**config.mk**
```make
export PLATFORM = sky130hd
export DESIGN_NAME = fsk_bitreceiver
export DESIGN_NICKNAME = d
export VERILOG_FILES = /design/src/rtl/fsk_pkg.sv /design/src/rtl/fsk_sync_edge.sv /design/src/rtl/fsk_bitreceiver.sv
export SDC_FILE = /design/constraint.sdc
export NUM_CORES = 1
export LEC_CHECK = 0
export CAP_MARGIN = 5
export CORE_MARGIN = 4
export CORE_UTILIZATION = 50
export DETAILED_ROUTE_END_ITERATION = 8
export PLACE_DENSITY = 0.69
export SLEW_MARGIN = 20
export SYNTH_ARGS = -nofsm -noshare
export SYNTH_HDL_FRONTEND = slang
export SYNTH_SLANG_ARGS = --single-unit
```
**constraint.sdc**
```tcl
create_clock -name clk -period 3.1 [get_ports clk]
set_clock_uncertainty 0.15 [all_clocks]
set_input_delay 0.62 -clock clk [delete_from_list [all_inputs] [get_ports clk]]
set_output_delay 0.62 -clock clk [all_outputs]
set_load 0.05 [all_outputs]
```
**src/rtl/fsk_pkg.sv**
```systemverilog
// ---------------------------------------------------------------------------
// fsk_pkg
// Shared definitions for the FSK bitstreamer / bitreceiver pair.
//   tx_state_e  : one-hot states of the transmit-side streamer
//   rx_state_e  : one-hot states of the receive-side bit receiver
//   fsk_thresh  : low-width decision threshold between bit 0 and bit 1
//   fsk_clog2   : ceil(log2(value)), minimum 1, for counter sizing
// ---------------------------------------------------------------------------
package fsk_pkg;

    typedef enum logic [2:0] {
        TX_IDLE = 3'b001,
        TX_SEND = 3'b010,
        TX_DONE = 3'b100
    } tx_state_e;

    typedef enum logic [4:0] {
        RX_IDLE     = 5'b00001,
        RX_WAITFALL = 5'b00010,
        RX_LOWCNT   = 5'b00100,
        RX_STORE    = 5'b01000,
        RX_DONE     = 5'b10000
    } rx_state_e;

    // A bit-0 low pulse lasts CLK_DIV1/2 cycles, a bit-1 pulse CLK_DIV2/2;
    // the midpoint of the two half-periods is (CLK_DIV1+CLK_DIV2)/4.
    function automatic int fsk_thresh(input int clk_div1, input int clk_div2);
        return (clk_div1 + clk_div2) >> 2;
    endfunction

    function automatic int fsk_clog2(input int value);
        int r;
        r = 0;
        for (int v = value - 1; v > 0; v = v >> 1) begin
            r++;
        end
        return (r < 1) ? 1 : r;
    endfunction

endpackage

```
**src/rtl/fsk_sync_edge.sv**
```systemverilog
// ---------------------------------------------------------------------------
// fsk_sync_edge
// Brings the asynchronous FSK line into the clk domain and flags its edges.
//   clk     in  system clock
//   rst     in  synchronous, active-high reset (all flops to 0)
//   rx_i    in  asynchronous line
//   rx_s_o  out synchronized line (second synchronizer flop)
//   rise_o  out rx_s went 0->1 this cycle
//   fall_o  out rx_s went 1->0 this cycle
// ---------------------------------------------------------------------------
module fsk_sync_edge (
    input  logic clk,
    input  logic rst,
    input  logic rx_i,
    output logic rx_s_o,
    output logic rise_o,
    output logic fall_o
);

    logic meta_q;
    logic sync_q;
    logic dly_q;

    // NOTE: state is updated with <= so every flop samples the pre-edge
    // value of its source; '=' here would collapse the chain into one flop.
    always_ff @(posedge clk) begin
        if (rst) begin
            meta_q <= 1'b0;
            sync_q <= 1'b0;
            dly_q  <= 1'b0;
        end else begin
            meta_q <= rx_i;
            sync_q <= meta_q;
            dly_q  <= sync_q;
        end
    end

    assign rx_s_o = sync_q;
    assign rise_o = ~dly_q & sync_q;
    assign fall_o = dly_q & ~sync_q;

endmodule

```
**src/rtl/fsk_bitreceiver.sv**
```systemverilog
// ---------------------------------------------------------------------------
// fsk_bitreceiver
// Decodes an FSK bit stream in which every bit is one square-wave period and
// the width of its low pulse carries the value (short = 0, long = 1). DATALEN
// bits are collected LSB first into a parallel word.
//   clk        in  system clock
//   rst        in  synchronous, active-high reset
//   start      in  arms reception (sampled only while idle)
//   rxin       in  asynchronous FSK line
//   busy       out high from arming until the frame completes or times out
//   bitstrobe  out one-cycle pulse per decoded bit
//   bitval     out value of the last decoded bit
//   dataout    out received word, bit 0 = first bit received
//   valid      out one-cycle pulse, coincident with the new dataout
//   err        out one-cycle pulse on an idle or low-width timeout
// ---------------------------------------------------------------------------
module fsk_bitreceiver
    import fsk_pkg::*;
#(
    parameter int DATALEN  = 64,
    parameter int CNTLEN   = 8,
    parameter int CLK_DIV1 = 16,
    parameter int CLK_DIV2 = 32,
    parameter int MIN_LOW  = 3,
    parameter int TIMEOUT  = 200
) (
    input  logic               clk,
    input  logic               rst,
    input  logic               start,
    input  logic               rxin,
    output logic               busy,
    output logic               bitstrobe,
    output logic               bitval,
    output logic [DATALEN-1:0] dataout,
    output logic               valid,
    output logic               err
);

    localparam int                BCW       = fsk_clog2(DATALEN + 1);
    localparam logic [CNTLEN-1:0] THRESH_C  = CNTLEN'(fsk_thresh(CLK_DIV1, CLK_DIV2));
    localparam logic [CNTLEN-1:0] MIN_LOW_C = CNTLEN'(MIN_LOW);
    localparam logic [CNTLEN-1:0] TIMEOUT_C = CNTLEN'(TIMEOUT);
    localparam logic [CNTLEN-1:0] ONE_C     = CNTLEN'(1);
    localparam logic [BCW-1:0]    LAST_C    = BCW'(DATALEN - 1);

    logic rx_s;
    logic rise;
    logic fall;

    fsk_sync_edge u_sync_edge (
        .clk    (clk),
        .rst    (rst),
        .rx_i   (rxin),
        .rx_s_o (rx_s),
        .rise_o (rise),
        .fall_o (fall)
    );

    rx_state_e          state_q,   state_d;
    logic [BCW-1:0]     bitcnt_q,  bitcnt_d;
    logic [CNTLEN-1:0]  idlecnt_q, idlecnt_d;
    logic [CNTLEN-1:0]  lowcnt_q,  lowcnt_d;
    logic [DATALEN-1:0] shreg_q,   shreg_d;
    logic [DATALEN-1:0] dataout_q, dataout_d;
    logic               bit_q,     bit_d;
    logic               busy_q,    busy_d;

    always_ff @(posedge clk) begin
        if (rst) begin
            state_q   <= RX_IDLE;
            bitcnt_q  <= '0;
            idlecnt_q <= '0;
            lowcnt_q  <= '0;
            shreg_q   <= '0;
            dataout_q <= '0;
            bit_q     <= 1'b0;
            busy_q    <= 1'b0;
        end else begin
            state_q   <= state_d;
            bitcnt_q  <= bitcnt_d;
            idlecnt_q <= idlecnt_d;
            lowcnt_q  <= lowcnt_d;
            shreg_q   <= shreg_d;
            dataout_q <= dataout_d;
            bit_q     <= bit_d;
            busy_q    <= busy_d;
        end
    end

    // NOTE: every signal assigned below gets a default first, so no path
    // through the case can leave one unassigned and infer a latch.
    always_comb begin
        state_d   = state_q;
        bitcnt_d  = bitcnt_q;
        idlecnt_d = idlecnt_q;
        lowcnt_d  = lowcnt_q;
        shreg_d   = shreg_q;
        dataout_d = dataout_q;
        bit_d     = bit_q;
        busy_d    = busy_q;
        bitstrobe = 1'b0;
        valid     = 1'b0;
        err       = 1'b0;

        unique case (state_q)
            RX_IDLE: begin
                if (start) begin
                    bitcnt_d  = '0;
                    idlecnt_d = '0;
                    busy_d    = 1'b1;
                    state_d   = RX_WAITFALL;
                end
            end

            RX_WAITFALL: begin
                // The idle timeout only runs once the first bit has landed.
                if (bitcnt_q != '0 && idlecnt_q != TIMEOUT_C) begin
                    idlecnt_d = idlecnt_q + ONE_C;
                end
                if (fall) begin
                    lowcnt_d = ONE_C;
                    state_d  = RX_LOWCNT;
                end else if (idlecnt_q == TIMEOUT_C) begin
                    err     = 1'b1;
                    busy_d  = 1'b0;
                    state_d = RX_IDLE;
                end
            end

            RX_LOWCNT: begin
                // lowcnt equals the number of low cycles on rx_s when the
                // rise is seen: the fall cycle loads 1, each later low adds 1.
                if (rise) begin
                    if (lowcnt_q < MIN_LOW_C) begin
                        state_d = RX_WAITFALL;
                    end else begin
                        bit_d   = (lowcnt_q >= THRESH_C);
                        state_d = RX_STORE;
                    end
                end else if (lowcnt_q == TIMEOUT_C) begin
                    err     = 1'b1;
                    busy_d  = 1'b0;
                    state_d = RX_IDLE;
                end else if (!rx_s) begin
                    lowcnt_d = lowcnt_q + ONE_C;
                end
            end

            RX_STORE: begin
                shreg_d   = {bit_q, shreg_q[DATALEN-1:1]};
                bitstrobe = 1'b1;
                bitcnt_d  = bitcnt_q + 1'b1;
                idlecnt_d = '0;
                if (bitcnt_q == LAST_C) begin
                    // Load the word here so it is already on dataout while
                    // valid is asserted in DONE.
                    dataout_d = shreg_d;
                    state_d   = RX_DONE;
                end else if (fall) begin
                    // With a single high cycle between bits the next fall
                    // coincides with this cycle; start measuring it now.
                    lowcnt_d = ONE_C;
                    state_d  = RX_LOWCNT;
                end else begin
                    state_d = RX_WAITFALL;
                end
            end

            RX_DONE: begin
                valid   = 1'b1;
                busy_d  = 1'b0;
                state_d = RX_IDLE;
            end

            default: begin
                busy_d  = 1'b0;
                state_d = RX_IDLE;
            end
        endcase
    end

    assign busy    = busy_q;
    assign bitval  = bit_q;
    assign dataout = dataout_q;

endmodule
```
==> results of run 1 <==
power by group through the flow:
stage	clock network, mW	logic, mW	registers [mW]
2_1_floorplan	0	0.237	2.16
3_3_place_gp	0	0.297	2.16
3_5_place_dp	0	0.300	2.16
4_1_cts	2.10	0.301	2.11
5_1_grt	2.20	0.333	2.11
6_report	2.06	0.304	2.11
area by class of cell:
cell class | instances | area (µm²)
multi-input cells | 550 | 2690
inverters | 13 | 48.8
repair buffers | 77 | 801
flip-flops and latches | 160 | 3200
fillers | 1072 | 4490
clock inverters | 8 | 76.3
clock buffers | 24 | 522
well taps | 147 | 184
critical path, stage by stage (launching register included):
cell and delay (ps):
dfxtp_1 340, inv_1 90, ha_1 150, nor4bb_1 320
nand4b_1 350, o22ai_1 290, buf_4 230
logic make-up (layout without fill, tap and decap cells):
| kind of cell | Yosys count | after routing |
|---|---|---|
| AO/OA/AOI/OAI | 178 | 178 |
| XOR/XNOR | 6 | 6 |
| adder cells (fa/ha/maj) | 6 | 6 |
| buffers and inverters | 64 | 122 |
| flip-flops | 160 | 160 |
| multiplexers | 1 | 1 |
| AND/OR/NAND/NOR | 359 | 359 |
per-layer routing:
metal  up-vias  share of wire  global-route usage
met3        10          0.035              0.0455
met5         -              0                   0
met2       111           0.48               0.318
met1      2438           0.48               0.250
met4         0          0.011              0.0782
li1       2685              -                   -
registers in the layout, indices dropped and copies added, names as in the netlist, 5 cells and up:
| signal | cells |
|---|---|
| dataout | 64 |
| lowcnt_q | 8 |
| idlecnt_q | 8 |
| shreg_q | 63 |
| bitcnt_q | 7 |
| state_q | 5 |
metrics by stage:
step | util | instance area, µm² | hold WS (ps)
5_1_grt | 0.626 | 7520 | 317
6_report | 0.626 | 7520 | 298
2_1_floorplan | - | 6140 | 264
3_3_place_gp | 0.576 | 6920 | 274
3_5_place_dp | 0.577 | 6930 | 284
4_1_cts | 0.626 | 7520 | 298
final timing paths:
kind                           start                  to  slack, ps  depth (start not counted)
hold reg to reg   u_sync_edge.meta_q  u_sync_edge.rx_s_o        300                          1
hold / removal    u_sync_edge.meta_q  u_sync_edge.rx_s_o        300                          1
setup reg to reg        idlecnt_q[0]        idlecnt_q[3]        470                          7
setup / recovery        idlecnt_q[0]                 err        150                          6
synth_stat cells (3+ instances only):
cell type / instances / area (µm²)
a21oi_1: 144 / 721
or4_1: 10 / 75.1
buf_2: 10 / 50.1
nand4_1: 8 / 50.1
nor4_1: 6 / 37.5
clkbuf_1: 38 / 143
nand2b_1: 4 / 25.0
o31ai_1: 7 / 52.6
xor2_1: 5 / 43.8
ha_1: 6 / 75.1
dfxtp_1: 160 / 3200
nor2_1: 12 / 45.0
and2_1: 3 / 18.8
o21ai_0: 8 / 40.0
nor2b_1: 6 / 37.5
or2_2: 3 / 18.8
or3_1: 4 / 25.0
inv_1: 13 / 48.8
nor3_1: 10 / 50.1
nand2_1: 264 / 991
nand3_1: 16 / 80.1
==> results.yml, run 1 <==
pwr:
  combPwrFrac: 0.068
  leakage_nw: 2.42
  p_sw_frac: 0.232
  peakVddDrop_mv: 0.386
  intPower_mw: 3.44
  power_density_mw_per_mm2: 595
  switchingPower_mw: 1.04
  total_power_mw: 4.48
  pwr-share-clk: 0.460
  p_seq_frac: 0.472
cells_and_area:
  finalNetCount: 829
  area_growth_pct: 22.6
  antenna_cells: 0
  final_cell_mix: "nand2_1, dfxtp_1, a21oi_1"
  final_common_cell: "nand2_1"
  drive_gt1_frac: 0.0637
  fin_cells: 979
cts:
  root_buffer: "clkbuf_16"
  cts_setup_buffers: 0
  clkTransAtPathRegs_ps: 60
  hold_buffers: 0
  cts_buffers: 17
  clock_latency_ps: 410
  cts_tree: "built"
  cts.sinks: 160
  ctsLongestPathBuffers: 2
  cts_resized: 0
  h-tree-depth: 4
synth:
  syn_area_mm2: 0.00614
  ys_types: 50
  synth_edf_count: 0
  synth_top_family_by_area: "simple AND/OR/NAND/NOR gates"
  synth_mux_area_frac: 0.00163
  ys_ff_latch: 160
  synth_nets: 784
  synthXorXnorAreaFrac: 0.00856
  synth_compound_area_frac: 0.158
  synth_ff_type: "dfxtp_1"
  synth-async-reset-ratio: 0
  synth_fa_ha_area_frac: 0.0122
  yosysWarningCount: 0
  ys_seq_area_frac: 0.522
  synthCells: 774
  synthSimpleGateAreaFrac: 0.256
  synth_area_per_cell_um2: 7.93
global_routing:
  grt_usage: 0.195
  grt_pass1_vias: 5033
  grt_max_degree: 133
  grt_pass1_wl_um: 22900
  grt_overflow_total: 0
  antenna_found_initial: 0
routing:
  firstDrtPassIters: 4
  wl_per_cell_um: 13.8
  postRouteAntennaNets: 0
  wl_um: 13500
  drtIter0Drc: 380
  vias: 5244
  route.detailed.drc: 0
  via_per_inst: 5.36
timing:
  finalSetupViolCount: 0
  hold_viol: 0
  worstMarginPinSlew_ps: 951
  rsz0062_at_grt: "false"
  fin_crit_ps: 2950
  fin_tns_setup_ps: 0
  timing.final.ws_setup_ps: 148
  max_freq_mhz: 339
  layout_worst_path_cycle_share: 0.952
  maxSlewViolCount: 0
  slew_headroom: 0.363
floorplan:
  row_count: 40
  initial_core_util: 0.511
  coreArea_mm2: 0.0120
  fp.dieW_um: 119
  die_h_um: 119
  die_area_mm2: 0.0141
  io_pins: 73
critical_path:
  path_class: "reg -> out"
  crit_path_end_kind: "primary output"
  critPathRequiredTime_ps: 2330
  cp-start-kind: "flop"
  worstPathMaxFanout: 7
  cp.arrival_ps: 2180
placement:
  portBuffers: 72
  dp_hpwl_um: 8370
  dp_cells: 947
  place_congestion: 0.808
  pre_cts_slack_ps: 411
min_path:
  hold_class: "reg -> reg"
flow_run:
  max_cap_violations: 0
run_status:
  status: "finished, final reports clean"
No activity file was read; power rests on OpenSTA's default activity.
==> run 2: changes to the inputs <==
- CAP_MARGIN: 5 -> unset
- DONT_BUFFER_PORTS: unset -> 1
- PLACE_DENSITY: 0.69 -> 0.61
- TNS_END_PERCENT: unset -> 30
==> run 2 against run 1 <==
Compared with the run above:
- via count decreased by 4.8%
- critical path depth is 1 lower
- die area stayed put
- core utilization down 6.4 points
- power shrank 3.2%
- flip-flop and latch count unchanged
- clock-buffer cell count shrank 4
- combinational power shrank 21%
- fmax is 1.9% higher
- sequential share of layout area grew 4.9 points
- routed wire length is 3.2% lower
- critical path type unchanged
==> results.yml, run 2 (synthesis results as in run 1) <==
run_status:
  status: "finished, final reports clean"
cells_and_area:
  final_common_cell: "nand2_1"
  finalNetCount: 759
  filler_cell_count: 1113
  largest_reg_flops: 64
  antenna_cells: 0
  area_growth_pct: 10.1
  drive_gt1_frac: 0.0669
  final_cell_mix: "nand2_1, dfxtp_1, a21oi_1"
  fin_cells: 909
  finalInstanceArea_mm2: 0.00675
placement:
  dp_hpwl_um: 8270
  place_congestion: 0.812
  portBuffers: 0
  pre_cts_slack_ps: 537
  placed_area_mm2: 0.00619
  dp_cells: 877
pwr:
  peakVddDrop_mv: 0.320
  power_density_mw_per_mm2: 642
  leakage_nw: 2.15
timing:
  worstMarginPinSlew_ps: 1000
  fin_crit_ps: 2900
  rsz0062_at_grt: "false"
  layout_worst_path_cycle_share: 0.934
  hold_viol: 0
  max_freq_mhz: 345
  finalSetupViolCount: 0
  fin_tns_setup_ps: 0
  slew_headroom: 0.329
  timing.final.ws_setup_ps: 205
  maxSlewViolCount: 0
cts:
  clock_latency_ps: 410
  cts_tree: "built"
  cts.sinks: 160
  hold_buffers: 0
  root_buffer: "clkbuf_16"
  ctsLongestPathBuffers: 2
  h-tree-depth: 4
  clkTransAtPathRegs_ps: 60
  cts_resized: 0
  cts_buffers: 17
  cts_setup_buffers: 0
critical_path:
  path_depth: 5
  critPathBufInv: 1
  cp_slowest_cell: "dfxtp_1"
  crit_path_end_kind: "primary output"
  max_stage_delay_ps: 510
  critical_path.top_delay_family: "simple AND/OR/NAND/NOR gates"
  cp-start-kind: "flop"
  path_cells: "or3b_1 > nor2_2 > nand2_1 > o22ai_1 > buf_4"
  cp.arrival_ps: 2130
  critPathRequiredTime_ps: 2330
  reg2reg_depth: 6
  worstPathMaxFanout: 9
  path_class: "reg -> out"
floorplan:
  row_count: 40
  die_area_mm2: 0.0141
  die_h_um: 119
  initial_core_util: 0.511
  coreArea_mm2: 0.0120
  io_pins: 73
  fp.dieW_um: 119
routing:
  wl_um: 13100
  wl_per_cell_um: 14.4
  firstDrtPassIters: 5
  drtIter0Drc: 315
  postRouteAntennaNets: 0
  via_per_inst: 5.49
  route.detailed.drc: 0
  vias: 4990
global_routing:
  antenna_found_initial: 0
  grt_max_degree: 146
  grt_overflow_total: 0
  grt_pass1_vias: 4714
  grt_usage: 0.186
  grt_pass1_wl_um: 21900
min_path:
  hold_class: "in -> reg"
  hold_path_depth: 1
flow_run:
  max_cap_violations: 0
## run 2: cell count changes in the layout (fill, tap and decap cells not counted)
cell,delta
or3_2,+1
buf_4,+2
inv_6,+3
clkbuf_1,+1
buf_12,-3
or3_4,-1
clkinv_2,+1
clkinvlp_4,-1
clkbuf_8,-5
clkdlybuf4s50_1,-69
clkinv_4,+1
## run 2: final timing paths
kind / startpoint / to / slack (ps)
worst min register to register: u_sync_edge.meta_q / u_sync_edge.rx_s_o / 300
worst max-delay path: state_q[1] / err / 200
worst max register to register: state_q[1] / dataout[40] / 550
worst min-delay path: rst / dataout[28] / 130
## run 2: worst register-to-register path, delay by kind of cell, from the launching register on
| kind | cells | cell delay, ps |
|---|---|---|
| flops | 1 | 400 |
| compound gates | 1 | 70 |
| simple gates | 4 | 1540 |
| buf+inv | 1 | 290 |
## run 2: per-layer routing
| metal | vias to the layer above | wire length (µm) | part of all wire | global-route usage |
|---|---|---|---|---|
| met5 | - | 0 | 0 | 0 |
| met4 | 0 | 293 | 0.022 | 0.0753 |
| met3 | 20 | 633 | 0.048 | 0.0565 |
| met2 | 96 | 6240 | 0.48 | 0.308 |
| met1 | 2324 | 5900 | 0.45 | 0.227 |
| li1 | 2550 | - | - | - |
## run 2: where the power goes
part | switching [mW] | leakage (nW) | total, mW | internal, mW
Combinational | 0.151 | 0.588 | 0.240 | 0.0889
Sequential | 0.0536 | 1.29 | 2.13 | 2.08
Clock | 0.813 | 0.277 | 1.96 | 1.15
## run 2: metrics by stage
step	total power, mW	util	hold slack (ps)
after global placement	2.40	0.515	290
after detailed placement	2.41	0.515	289
after floorplan	2.39	-	264
after CTS	4.38	0.562	112
final	4.33	0.562	133
after global routing	4.51	0.562	103
## run 2: final cells by class
class                   count  area [µm²]  share of cell area
flip-flops and latches    160        3200               0.474
multi-input cells         550        2690               0.398
clock buffers              20         457              0.0676
well taps                 147         184              0.0272
clock inverters            12         109              0.0161
repair buffers              7        65.1             0.00963
inverters                  13        48.8             0.00723
==> run 3: changes to the inputs <==
- GPL_TIMING_DRIVEN: unset -> 1
==> results of run 3 <==
No change in the layout: final DEF, timing and power equal those of run 2.
